--- config.mk ---
export PLATFORM = sky130hd
export DESIGN_NAME = uart_rx_flat
export DESIGN_NICKNAME = d
export VERILOG_FILES = /design/src/rtl/uart_pkg.sv /design/src/rtl/uart_rx_if.sv /design/src/rtl/uart_sync2.sv /design/src/rtl/uart_rx.sv /design/src/flat_wrapper.sv
export SDC_FILE = /design/constraint.sdc
export NUM_CORES = 1
export LEC_CHECK = 0
export ABC_AREA = 1
export CAP_MARGIN = 20
export CORE_MARGIN = 3
export CORE_UTILIZATION = 50
export DETAILED_ROUTE_END_ITERATION = 8
export PLACE_DENSITY = 0.81
export SYNTH_ARGS = -nofsm -noshare
export SYNTH_HDL_FRONTEND = slang
export SYNTH_SLANG_ARGS = --single-unit
--- constraint.sdc ---
create_clock -name clk -period 1.5 [get_ports clk]
set_input_delay 0.375 -clock clk [delete_from_list [all_inputs] [get_ports clk]]
set_output_delay 0.375 -clock clk [all_outputs]
set_load 0.02 [all_outputs]
--- src/rtl/uart_pkg.sv ---
// uart_pkg: shared UART state encodings and bit-timing helper
package uart_pkg;
  typedef enum logic [2:0] {S_IDLE, S_START, S_DATA, S_STOP, S_RECOVER} state_t;
  function automatic int cycles_per_bit(int clk_mhz, int baud);
    return clk_mhz * 1000000 / baud;
  endfunction
endpackage

--- src/rtl/uart_rx_if.sv ---
// uart_rx_if: received-byte valid/ready channel plus error pulses
interface uart_rx_if;
  logic [7:0] data;
  logic valid;
  logic ready;
  logic frame_err;
  logic overrun;
  modport master(output data, valid, frame_err, overrun, input ready);
  modport slave(input data, valid, frame_err, overrun, output ready);
endinterface

--- src/rtl/uart_sync2.sv ---
// uart_sync2: two-flop synchronizer for an asynchronous input
module uart_sync2 #(parameter logic RST_VAL = 1'b1) (
  input  logic clk,
  input  logic rst,
  input  logic d,
  output logic q
);
  logic m;
  always_ff @(posedge clk or posedge rst)
    if (rst) {q, m} <= {RST_VAL, RST_VAL};
    else {q, m} <= {m, d};
endmodule

--- src/rtl/uart_rx.sv ---
// uart_rx: 8N1 serial receiver with single-entry output register
module uart_rx import uart_pkg::*; #(
  parameter int CLK_FREQ = 27,
  parameter int BAUD = 115200
) (
  input  logic clk,
  input  logic rst,
  input  logic rx,
  uart_rx_if.master bus
);
  localparam int CYCLE = cycles_per_bit(CLK_FREQ, BAUD);
  localparam int HALF = CYCLE / 2;
  state_t state;
  logic rx_s;
  logic [15:0] cnt;
  logic [2:0] bit_cnt;
  logic [7:0] shift, data;
  logic valid, frame_err, overrun;
  uart_sync2 #(.RST_VAL(1'b1)) u_sync (.clk(clk), .rst(rst), .d(rx), .q(rx_s));
  assign bus.data = data;
  assign bus.valid = valid;
  assign bus.frame_err = frame_err;
  assign bus.overrun = overrun;
  always_ff @(posedge clk or posedge rst)
    if (rst) begin
      state <= S_IDLE;
      cnt <= '0;
      bit_cnt <= '0;
      shift <= '0;
      data <= '0;
      valid <= 1'b0;
      frame_err <= 1'b0;
      overrun <= 1'b0;
    end else begin
      frame_err <= 1'b0;
      overrun <= 1'b0;
      if (valid && bus.ready) valid <= 1'b0;
      case (state)
        S_IDLE: if (!rx_s) begin
          state <= S_START;
          cnt <= '0;
        end
        S_START: if (cnt == 16'(HALF - 1)) begin
          cnt <= '0;
          bit_cnt <= '0;
          state <= rx_s ? S_IDLE : S_DATA;
        end else cnt <= cnt + 16'd1;
        S_DATA: if (cnt == 16'(CYCLE - 1)) begin
          cnt <= '0;
          shift[bit_cnt] <= rx_s;
          bit_cnt <= bit_cnt + 3'd1;
          if (bit_cnt == 3'd7) state <= S_STOP;
        end else cnt <= cnt + 16'd1;
        S_STOP: if (cnt == 16'(CYCLE - 1)) begin
          cnt <= '0;
          state <= rx_s ? S_IDLE : S_RECOVER;
          frame_err <= !rx_s;
          // a full register that is not draining this cycle keeps its byte
          if (rx_s && (!valid || bus.ready)) begin
            data <= shift;
            valid <= 1'b1;
          end
          overrun <= rx_s && valid && !bus.ready;
        end else cnt <= cnt + 16'd1;
        S_RECOVER: if (rx_s) state <= S_IDLE;
        default: state <= S_IDLE;
      endcase
    end
endmodule

--- src/flat_wrapper.sv ---
// flat-port wrapper written by rule: the top's interface ports become plain ports
module uart_rx_flat import uart_pkg::*;
#(
  parameter int CLK_FREQ = 27,
  parameter int BAUD = 115200
)
  (clk, rst, rx, bus_data, bus_valid, bus_frame_err, bus_overrun, bus_ready);
  uart_rx_if bus_i ();
  input  logic clk;
  input  logic rst;
  input  logic rx;
  output wire logic [$bits(bus_i.data)-1:0] bus_data;
  output wire logic [$bits(bus_i.valid)-1:0] bus_valid;
  output wire logic [$bits(bus_i.frame_err)-1:0] bus_frame_err;
  output wire logic [$bits(bus_i.overrun)-1:0] bus_overrun;
  input wire logic [$bits(bus_i.ready)-1:0] bus_ready;
  assign bus_data = bus_i.data;
  assign bus_valid = bus_i.valid;
  assign bus_frame_err = bus_i.frame_err;
  assign bus_overrun = bus_i.overrun;
  assign bus_i.ready = bus_ready;
  uart_rx #(.CLK_FREQ(CLK_FREQ), .BAUD(BAUD)) u_core (.clk(clk), .rst(rst), .rx(rx), .bus(bus_i));
endmodule
# After elaboration in Yosys (flattened, before gate mapping)
# Cells that the tools add are included.
# op_classes
add_sub_neg	2
n_lt_le_gt_ge	2
eq_ne	13
muxes	27
n_reduce_logical	18
# op_table
op	count
$mux W16	3
$pmux W16 S3	1
$mux W3	9
$add A16 B1 Y16 const B	1
$eq A16 B7 Y1 const B	1
$eq A16 B8 Y1 const B	1
$pmux W3 S5	1
$mux W1	9
$bwmux W8	1
$ne A2 B1 Y1 const B	4
$eq A3 B2 Y1 const B	2
$eq A3 B3 Y1 const B	2
$pmux W3 S2	1
$reduce_and A3 Y1	2
$reduce_and A6 Y1	1
$logic_and A1 B1 Y1	5
$lt A3 B4 Y1 const B	1
$ne A2 B2 Y1 const B	2
$reduce_and A2 Y1	2
$add A3 B1 Y3 const B	1
$demux W1 S3	1
$eq A3 B1 Y1 const B	1
$ge A3 B1 Y1 const B	1
$logic_not A1 Y1	3
6 further kinds	6
# word_totals
reg_bits	43
input_bits	4
output_inout_bits	11
word_cells	72

# Longest topological paths before layout
# Gate-level depths: netlist (run 1).
# depth
depth_word	6
depth_mapped	12
ltp_nobuf	12

# Cells and area by module
# Synthesis (run 1) repeated with hierarchy kept, for this count alone.
# hier_totals
cells_unflattened	316
area_unflattened_um2	2449.8
# modules_own_cells
mod	instances	cells_per_inst	area_per_inst_um2	seq_area_each_um2
uart_rx	1	313	2393.5	1026.0
uart_sync2	1	3	56.3	52.6

# Worst setup path before layout (run 1)
# No wires, ideal clock.
# synth_path
path_type	flip-flop to flip-flop
startpoint	register u_core.cnt[1]
endpoint	register u_core.shift[1]
setup_time_ns	0.124
t_arrival_ns	1.306
required_time_ns	1.376
path_slack_ns	0.070
stages_incl_launch_ff	13
n_path_buf	1
period_less_slack_ns	1.430
path_cell_list	dfrtp_1 inv_1 ha_1 nand2_1 clkinv_1 nand2_2 nor2_4 nand2_4 nor2_4 buf_6 nand3_1 nand2_1 o21ai_1
# synth_between
elab_chain_cells	2
# synth_lines
item	line_no	text
start, declared	uart_rx.sv:15	logic [15:0] cnt;
start signal, assigned	uart_rx.sv:47	end else cnt <= cnt + 16'd1;
start signal, assigned	uart_rx.sv:53	end else cnt <= cnt + 16'd1;
start signal, assigned	uart_rx.sv:64	end else cnt <= cnt + 16'd1;
$eq A16 B8 Y1	uart_rx.sv:48	S_DATA: if (cnt == 16'(CYCLE - 1)) begin
$reduce_and A2 Y1 (no source line)	-	
end signal, assigned by index	uart_rx.sv:50	shift[bit_cnt] <= rx_s;
end, declared	uart_rx.sv:17	logic [7:0] shift, data;
# Every way passes these cells.
# A chain may end at the register's enable or synchronous reset.

# Worst setup path in the final report (run 1)
# layout_path
startpoint	register u_core.cnt[3]
endpoint	register u_core.state[0]
# layout_between
elab_chain_cells	3
word_cells_on_any_way	6
classes_between	eq/ne (5); reduce/logical (1)
# layout_lines
item	line_no	text
$eq A16 B8 Y1 / $eq A16 B7 Y1 (equally long branches)	uart_rx.sv:48, uart_rx.sv:54, uart_rx.sv:43	
$ne A2 B1 Y1 (no source line)	-	
$reduce_and A6 Y1 (no source line) (*)	-	
end signal, assigned	uart_rx.sv:46	state <= rx_s ? S_IDLE : S_DATA;
end signal, assigned	uart_rx.sv:56	state <= rx_s ? S_IDLE : S_RECOVER;
end, declared	uart_rx.sv:13	state_t state;
# Mark *: on every way between the ends. The rest lies on a longest branch, timed or not.

==> metrics.md, run 1 <==
| Metric | Value |
|---|---|
| Status | finished with violations |
| Violated checks | negative setup slack |
| Clk_skew | between 0.01 and 0.015 ns |
| Hold Fails Final Rpt | 0 |
| CTS tree | done |
| Synthesized flop and latch total | 43 |
| Yosys cell types | 28 |
| Post-synthesis cell count | 299 |
| Routed Antenna Nets | 0 |
| Initial antenna violation count | 0 |
| Gr ovfl total | 0 |
| Routed len/inst | between 15 and 20 µm |
| Pin count of the biggest net entering global routing | 44 |
| Die H | 74.0 µm |
| Filler cells | 347 |
| Aggregate global-route resource usage | 21.0% |
| Crit path time final | 1.66 ns |
| Final worst path period share | 110% |
| Syn Nets | between 300 and 400 |
| Detailed Route WL | 6090 µm |
| Worst Path Arrival | 1.85 ns |
| CORE AREA | 4410 µm² |
| RSZ-0062 raised after global routing | true |
| Port buffer count | 14 |
| Post-route DRC | 0 |
| Sequential cell area fraction in the yosys report | 46.6% |
| Worst hold path class | flip-flop to flip-flop |
| # clock sinks | 43 |
| Design Area, Final | slightly above 3000 µm² |
| Area after DPL | between 2000 and 3000 µm² |
| Chip Width | between 70 and 80 µm |
| Fmax | around 600 MHz |
| Crit path capture type | flip-flop |
| H-tree depth | 2 |
| Routed wl met3 | 384 µm |
| Final setup margin | -0.156 ns |
| Std-Cell Rows | 24 |
| Initial Util | 52.4% |
| Relative slew margins | 76.3% |
| Clk root buf | clkbuf_8 |
| Total of max-cap violations | 0 |
| 1st-iter DRT viols | 259 |
| Clock Pin Slew Worst Setup and Hold Paths | approximately 0.090 ns |
| M1 wire length | 2630 µm |
| Critical Path Start Type | flip-flop |
| DR top layer | met4 |
| Layout area overhead | 30.4% |
| Synth warn | 0 |
| ANT cells | 0 |
| P per Cell Area | 705 nW/µm² |
| Synth Area per Inst | around 7.7 µm² |
| Crit-path max FO | 5 |
| Leak Pwr | between 1.5 and 2 nW |
| Die ar. | 5480 µm² |
| I/O pin count | 15 |
| Share of post-route cells with drive strength above 1 | a little over a quarter |
| Worst-Margin Slew | 0.354 ns |
| Clock buffer depth | 2 |
| Setup CP Type | flip-flop to flip-flop |
| Final GP Congestion | between 0.9 and 1 |
| Final #Nets | about 360 |
| Count of final max-slew check failures | 0 |
| CP required | 1.69 ns |
| Vias after detailed routing | around 2.2k |
| Global-route wire length before repair | 8850 µm |
| DR pass1 iterations | 5 |
| Total power | 2.13 mW |
| Skew-Pair Late Insertion Delay | 0.30 ns |
| Final setup viols | 34 |
| Max rail drop VDD | a little under 0.0004 V |
| Mapped cell area | 2310 µm² |
| Final HPWL DP | 3620 µm |
| Vias in the first global route | 1,992 |
| Cts bufs inserted | 5 |
| Vias per cell | roughly 5.6 |
| DR WL met2 | 2940 µm |
final timing paths:
| path | slack [ns] | startpoint | depth (start not counted) | end |
|---|---|---|---|---|
| min reg2reg | 0.36 | u_core.u_sync.m$_DFF_PP1_ | 0 | u_core.u_sync.q$_DFF_PP1_ |
| max in group asynchronous | 0.80 | rst | 3 | u_core.u_sync.q$_DFF_PP1_ |
| max | -0.16 | u_core.cnt[3]$_DFFE_PP0P_ | 8 | u_core.state[0]$_DFFE_PP0P_ |
| min | 0.36 | u_core.u_sync.m$_DFF_PP1_ | 0 | u_core.u_sync.q$_DFF_PP1_ |
| min in group asynchronous | 0.44 | rst | 3 | u_core.bus.data[3]$_DFFE_PP0P_ |
| max reg2reg | -0.16 | u_core.cnt[3]$_DFFE_PP0P_ | 8 | u_core.state[0]$_DFFE_PP0P_ |
cell type report:
cell class | instances | area, µm² | area share, %
multi-input cells | 222 | 1250 | 41.4
well taps | 52 | 65.1 | 2.16
clock inverters | 3 | 43.8 | 1.45
flip-flops and latches | 43 | 1080 | 35.9
repair buffers | 43 | 384 | 12.7
clock buffers | 5 | 68.8 | 2.28
inverters | 32 | 123 | 4.07
metrics by stage:
step           setup WS [ns]  hold WS (ns)  utilization [%]  instances  TNS [ns]
4_1_cts              -0.0236         0.360             64.6        396    -0.129
3_3_place_gp         -0.0451         0.347             61.2        386    -0.352
3_5_place_dp         -0.0785         0.347             61.2        386     -1.18
6_report              -0.156         0.359             68.3        400     -1.96
2_1_floorplan         0.0698         0.345                -        299         0
5_1_grt               -0.255         0.363             68.3        400     -5.26
critical path, cell delays in order (launching register included):
cell	delay (ns)
dfrtp_1	0.47
inv_1	0.21
nand4_1	0.12
nor2_1	0.13
nand2_1	0.10
nand2_2	0.15
nand2_2	0.10
o21ai_0	0.19
nand2_1	0.08
cell usage after synthesis:
master / n / area (µm²)
nor2_1: 34 / 128
a31oi_1: 1 / 6.26
o21ai_1: 9 / 45.0
nand2_4: 2 / 22.5
inv_2: 2 / 7.51
buf_2: 2 / 10.0
a21oi_2: 1 / 8.76
nand3_1: 28 / 140
nor3_1: 1 / 5.00
nand2_1: 92 / 345
nand4_1: 7 / 43.8
o21bai_1: 1 / 7.51
dfrtp_1: 41 / 1030
nor3_4: 1 / 16.3
dfstp_2: 2 / 52.6
nand3b_1: 1 / 7.51
nand2_2: 4 / 25.0
ha_1: 5 / 62.6
clkinv_1: 2 / 7.51
nor2_4: 2 / 22.5
nor2_2: 4 / 25.0
buf_6: 1 / 11.3
xor2_1: 6 / 52.6
clkinv_2: 1 / 5.00
inv_1: 27 / 101
nand3_2: 1 / 10.0
o21ai_0: 16 / 80.1
o211ai_1: 5 / 37.5
kinds of logic after synthesis:
family | Yosys count | synth area share, %
buf+inv | 35 | 6.17
xor+xnor | 6 | 2.27
simple gates | 177 | 34.2
compound gates | 33 | 8.01
flops | 43 | 46.6
fa+ha+maj | 5 | 2.71
where the power goes:
part	leakage [nW]	internal [mW]	switching, mW
clock network	0.0581	0.496	0.417
registers	0.575	1.16	0.00425
logic	0.883	0.0148	0.0303
total	1.52	1.67	0.451
layer usage:
metal  vias up  track usage (%)
li1       1056                -
met1      1065             29.1
met2        83             33.0
met3        16             4.05
met4         0             7.44
met5         -                0
registers in the layout, indices dropped and copies added, names as in the netlist:
name	count
u_core.bit_cnt	3
u_core.bus.data	8
u_core.bus.frame_err	1
u_core.bus.overrun	1
u_core.bus.valid	1
u_core.cnt	16
u_core.shift	8
u_core.state	3
u_core.u_sync.m	1
u_core.u_sync.q	1
cells in the final DEF, fill, tap and decap left out, types with 3 or more instances in the layout:
master and n:
nand2_1 81, nor2_2 3, nand2_2 15, inv_1 26, clkinv_2 3, inv_2 3, nor2_1 31, o21ai_0 9
dfrtp_1 38, clkdlybuf4s50_1 3, o211ai_1 5, dfrtp_2 3, clkbuf_8 5, o21ai_1 15, buf_6 4, buf_4 23
dlygate4sd2_1 11, nand3_1 18, nand4_1 7, nand3_2 10, ha_1 3, nor2_4 7, xor2_1 6
what timing repair did:
| item | CTS | global route |
|---|---|---|
| setup buffers | 1 | 4 |
| hold buffers | 0 | 0 |
| pin swaps | 4 | 14 |
| cloned | 1 | 0 |
| gates resized for setup | 21 | 42 |
| setup endpoints to repair | 37 | 38 |
No activity file was read; power rests on OpenSTA's default activity.
==> run 2, diff against run 1 <==
--- a/config.mk
+++ b/config.mk
@@ -11,6 +11,8 @@
 export CORE_UTILIZATION = 50
 export DETAILED_ROUTE_END_ITERATION = 8
 export PLACE_DENSITY = 0.81
+export REMOVE_ABC_BUFFERS = 1
+export SLEW_MARGIN = 20
 export SYNTH_ARGS = -nofsm -noshare
 export SYNTH_HDL_FRONTEND = slang
 export SYNTH_SLANG_ARGS = --single-unit
==> run 2 against run 1 <==
Highest routed layer unchanged. Count of clock-buffer cells in the layout unchanged. Routed wire length fell by 8.5%. Critical path depth stayed put. The run still ends with negative setup slack left. Worst setup slack worse by 0.031 ns. Sequential power about the same. First-iteration DRC count is 16% lower.
==> metrics.md, run 2 (synthesized netlist as in run 1, its figures left out) <==
| Metric | Value |
|---|---|
| CP required | 1.67 ns (-0.02 ns) |
| Violated checks | negative setup slack |
| # clock sinks | 43 (unchanged) |
| Hold Fails Final Rpt | 0 (unchanged) |
| Fmax | 593 MHz (-1.8%) |
| P per Cell Area | 721 nW/µm² (+2.3%) |
| Die ar. | 5480 µm² (unchanged) |
| Top reg by flops | u_core.cnt |
| 1st-iter DRT viols | 217 (-16%) |
| Final #Nets | 352 (-1.1%) |
| Vias in the first global route | 2,006 (+0.70%) |
| Total of max-cap violations | 0 (unchanged) |
| Number of flip-flops in the largest register | 16 (unchanged) |
| CTS Hold Buffers Added | 0 (unchanged) |
| Vias after detailed routing | 2,196 (-1.1%) |
| Fin util | 66.7% (-1.6 points) |
| Commonest non-fill, non-tap cell in the layout | nand2_1 |
| Regs by FF count | u_core.cnt (16), u_core.bus.data (8), u_core.shift (8) |
| Routed len/inst | 14.1 µm (-7.6%) |
| CORE AREA | 4410 µm² (unchanged) |
| Hold slack | 0.361 ns (+0.00248 ns) |
| Clock Pin Slew Worst Setup and Hold Paths | 0.09 ns (about the same) |
| Cts bufs inserted | 5 (unchanged) |
| Post-route DRC | 0 (unchanged) |
| Detailed Route WL | 5570 µm (-8.5%) |
| DR pass1 iterations | 5 (unchanged) |
| Worst hold path class | flip-flop to flip-flop |
| Clock buffer depth | 2 (unchanged) |
| RSZ-0062 raised after global routing | true |
| Setup CP Type | flip-flop to flip-flop |
| Critical Path Start Type | flip-flop |
| Leak Pwr | 1.50 nW (-0.83%) |
| Skew-Pair Late Insertion Delay | 0.30 ns (about the same) |
| Final worst path period share | 112% (+2.1 points) |
| Worst Path Arrival | 1.86 ns (about the same) |
| CTS tree | done |
| Std-Cell Rows | 24 (unchanged) |
| Clk_skew | 0.00573 ns (-0.00484 ns) |
| Final GP Congestion | 0.923 (-0.88%) |
| Global-route wire length before repair | 8710 µm (-1.6%) |
| Worst-Margin Slew | 0.320 ns (-0.0349 ns) |
| Commonest cells after routing, fill and taps aside | 86 x nand2_1, 39 x dfrtp_1, 31 x nor2_1 |
| I/O pin count | 15 (unchanged) |
| Count of final max-slew check failures | 0 (unchanged) |
| Aggregate global-route resource usage | 20.3% (-0.74 points) |
| Die H | 74.0 µm (unchanged) |
| Vias per cell | 5.55 (about the same) |
| Final HPWL DP | 3470 µm (-4.1%) |
| FF-to-FF path depth | 8 (unchanged) |
| Relative slew margins | 78.7% (+2.3 points) |
| Crit path time final | 1.69 ns (+0.0308 ns) |
| ANT cells | 0 (unchanged) |
| Final setup margin | -0.187 ns (-0.0308 ns) |
| Clk root buf | clkbuf_8 |
| Total power | 2.12 mW (about the same) |
| Share of post-route cells with drive strength above 1 | 23.5% (-2.6 points) |
| Hold path depth | 0 (unchanged) |
| Layout area overhead | 27.4% |
| Max rail drop VDD | 0.000383 V (-1.6%) |
| Crit-path max FO | 8 (+3) |
| Chip Width | 74.0 µm (unchanged) |
| Gr ovfl total | 0 (unchanged) |
| H-tree depth | 2 (unchanged) |
| Initial Util | 52.4% (unchanged) |
| Crit path capture type | flip-flop |
| Final setup viols | 27 (-21%) |
| Routed Antenna Nets | 0 (unchanged) |
| Initial antenna violation count | 0 (unchanged) |
| Port buffer count | 14 (unchanged) |
| Status | finished with violations |
| Pin count of the biggest net entering global routing | 44 (unchanged) |
## run 2: cell types whose count changed in the layout (fill, tap and decap cells not counted), sizes merged
cell,previous run,this run
clkinv,5,4
inv,29,30
buf,29,25
## run 2: worst max-delay path, cell delays in order (launching register included)
cell     delay, ns
dfrtp_1       0.46
inv_1         0.11
nand3_1       0.16
nor2_4        0.16
nand2_4       0.12
nor2_4        0.17
nand3_1       0.14
nand2_1       0.12
o21ai_0       0.12
## run 2: path summary, 6_finish.rpt
check / from / to / slack, ns
max reg2reg: u_core.cnt[2]$_DFFE_PP0P_ / u_core.shift[7]$_DFFE_PP0P_ / -0.19
min in group asynchronous: rst / u_core.bus.data[5]$_DFFE_PP0P_ / 0.43
min: u_core.u_sync.m$_DFF_PP1_ / u_core.u_sync.q$_DFF_PP1_ / 0.36
max in group asynchronous: rst / u_core.u_sync.q$_DFF_PP1_ / 0.80
max: u_core.cnt[2]$_DFFE_PP0P_ / u_core.shift[7]$_DFFE_PP0P_ / -0.19
min reg2reg: u_core.u_sync.m$_DFF_PP1_ / u_core.u_sync.q$_DFF_PP1_ / 0.36
## run 2: per-stage QoR
stage	cell area, µm²	instances	setup slack [ns]	TNS, ns
5_1_grt	2950	396	-0.285	-3.54
4_1_cts	2820	395	-0.0119	-0.0520
3_3_place_gp	2690	385	-0.0469	-0.360
2_1_floorplan	2290	296	0.0102	0
6_report	2950	396	-0.187	-0.792
3_5_place_dp	2690	385	-0.0572	-0.725
## run 2: power breakdown
part | switching (mW) | leakage, nW | internal [mW] | total [mW]
Sequential | 0.00389 | 0.577 | 1.16 | 1.17
Combinational | 0.0297 | 0.869 | 0.0148 | 0.0444
Clock | 0.417 | 0.0581 | 0.496 | 0.913
Total | 0.450 | 1.50 | 1.67 | 2.12
## run 2: layout make-up
class	instances	area (µm²)
clock buffer	5	68.8
clock inverter	3	43.8
fill	334	1470
inverter	32	121
multi-input combinational	222	1230
sequential	43	1080
tap	52	65.1
timing repair buffer	39	339
## run 2: repair_timing
item / CTS / global route
buffers inserted: 1 / 1
cloned: 1 / 0
pin swaps: 3 / 10
gates resized for setup: 17 / 33
endpoints found under the setup margin: 26 / 38
## run 2: metal layers
metal / routed length [µm] / track usage [%] / vias up / part of all wire (%)
met5: 0 / 0 / - / 0
met4: 170 / 7.24 / 0 / 3.1
met3: 358 / 4.32 / 21 / 6.4
met2: 2550 / 31.7 / 95 / 46
met1: 2490 / 27.9 / 1026 / 45
li1: - / - / 1054 / -
==> run 3, diff against run 2 <==
--- a/config.mk
+++ b/config.mk
@@ -6,7 +6,6 @@
 export NUM_CORES = 1
 export LEC_CHECK = 0
 export ABC_AREA = 1
-export CAP_MARGIN = 20
 export CORE_MARGIN = 3
 export CORE_UTILIZATION = 50
 export DETAILED_ROUTE_END_ITERATION = 8
==> results of run 3 <==
Final layout, timing and power as in run 2 (identical DEF).
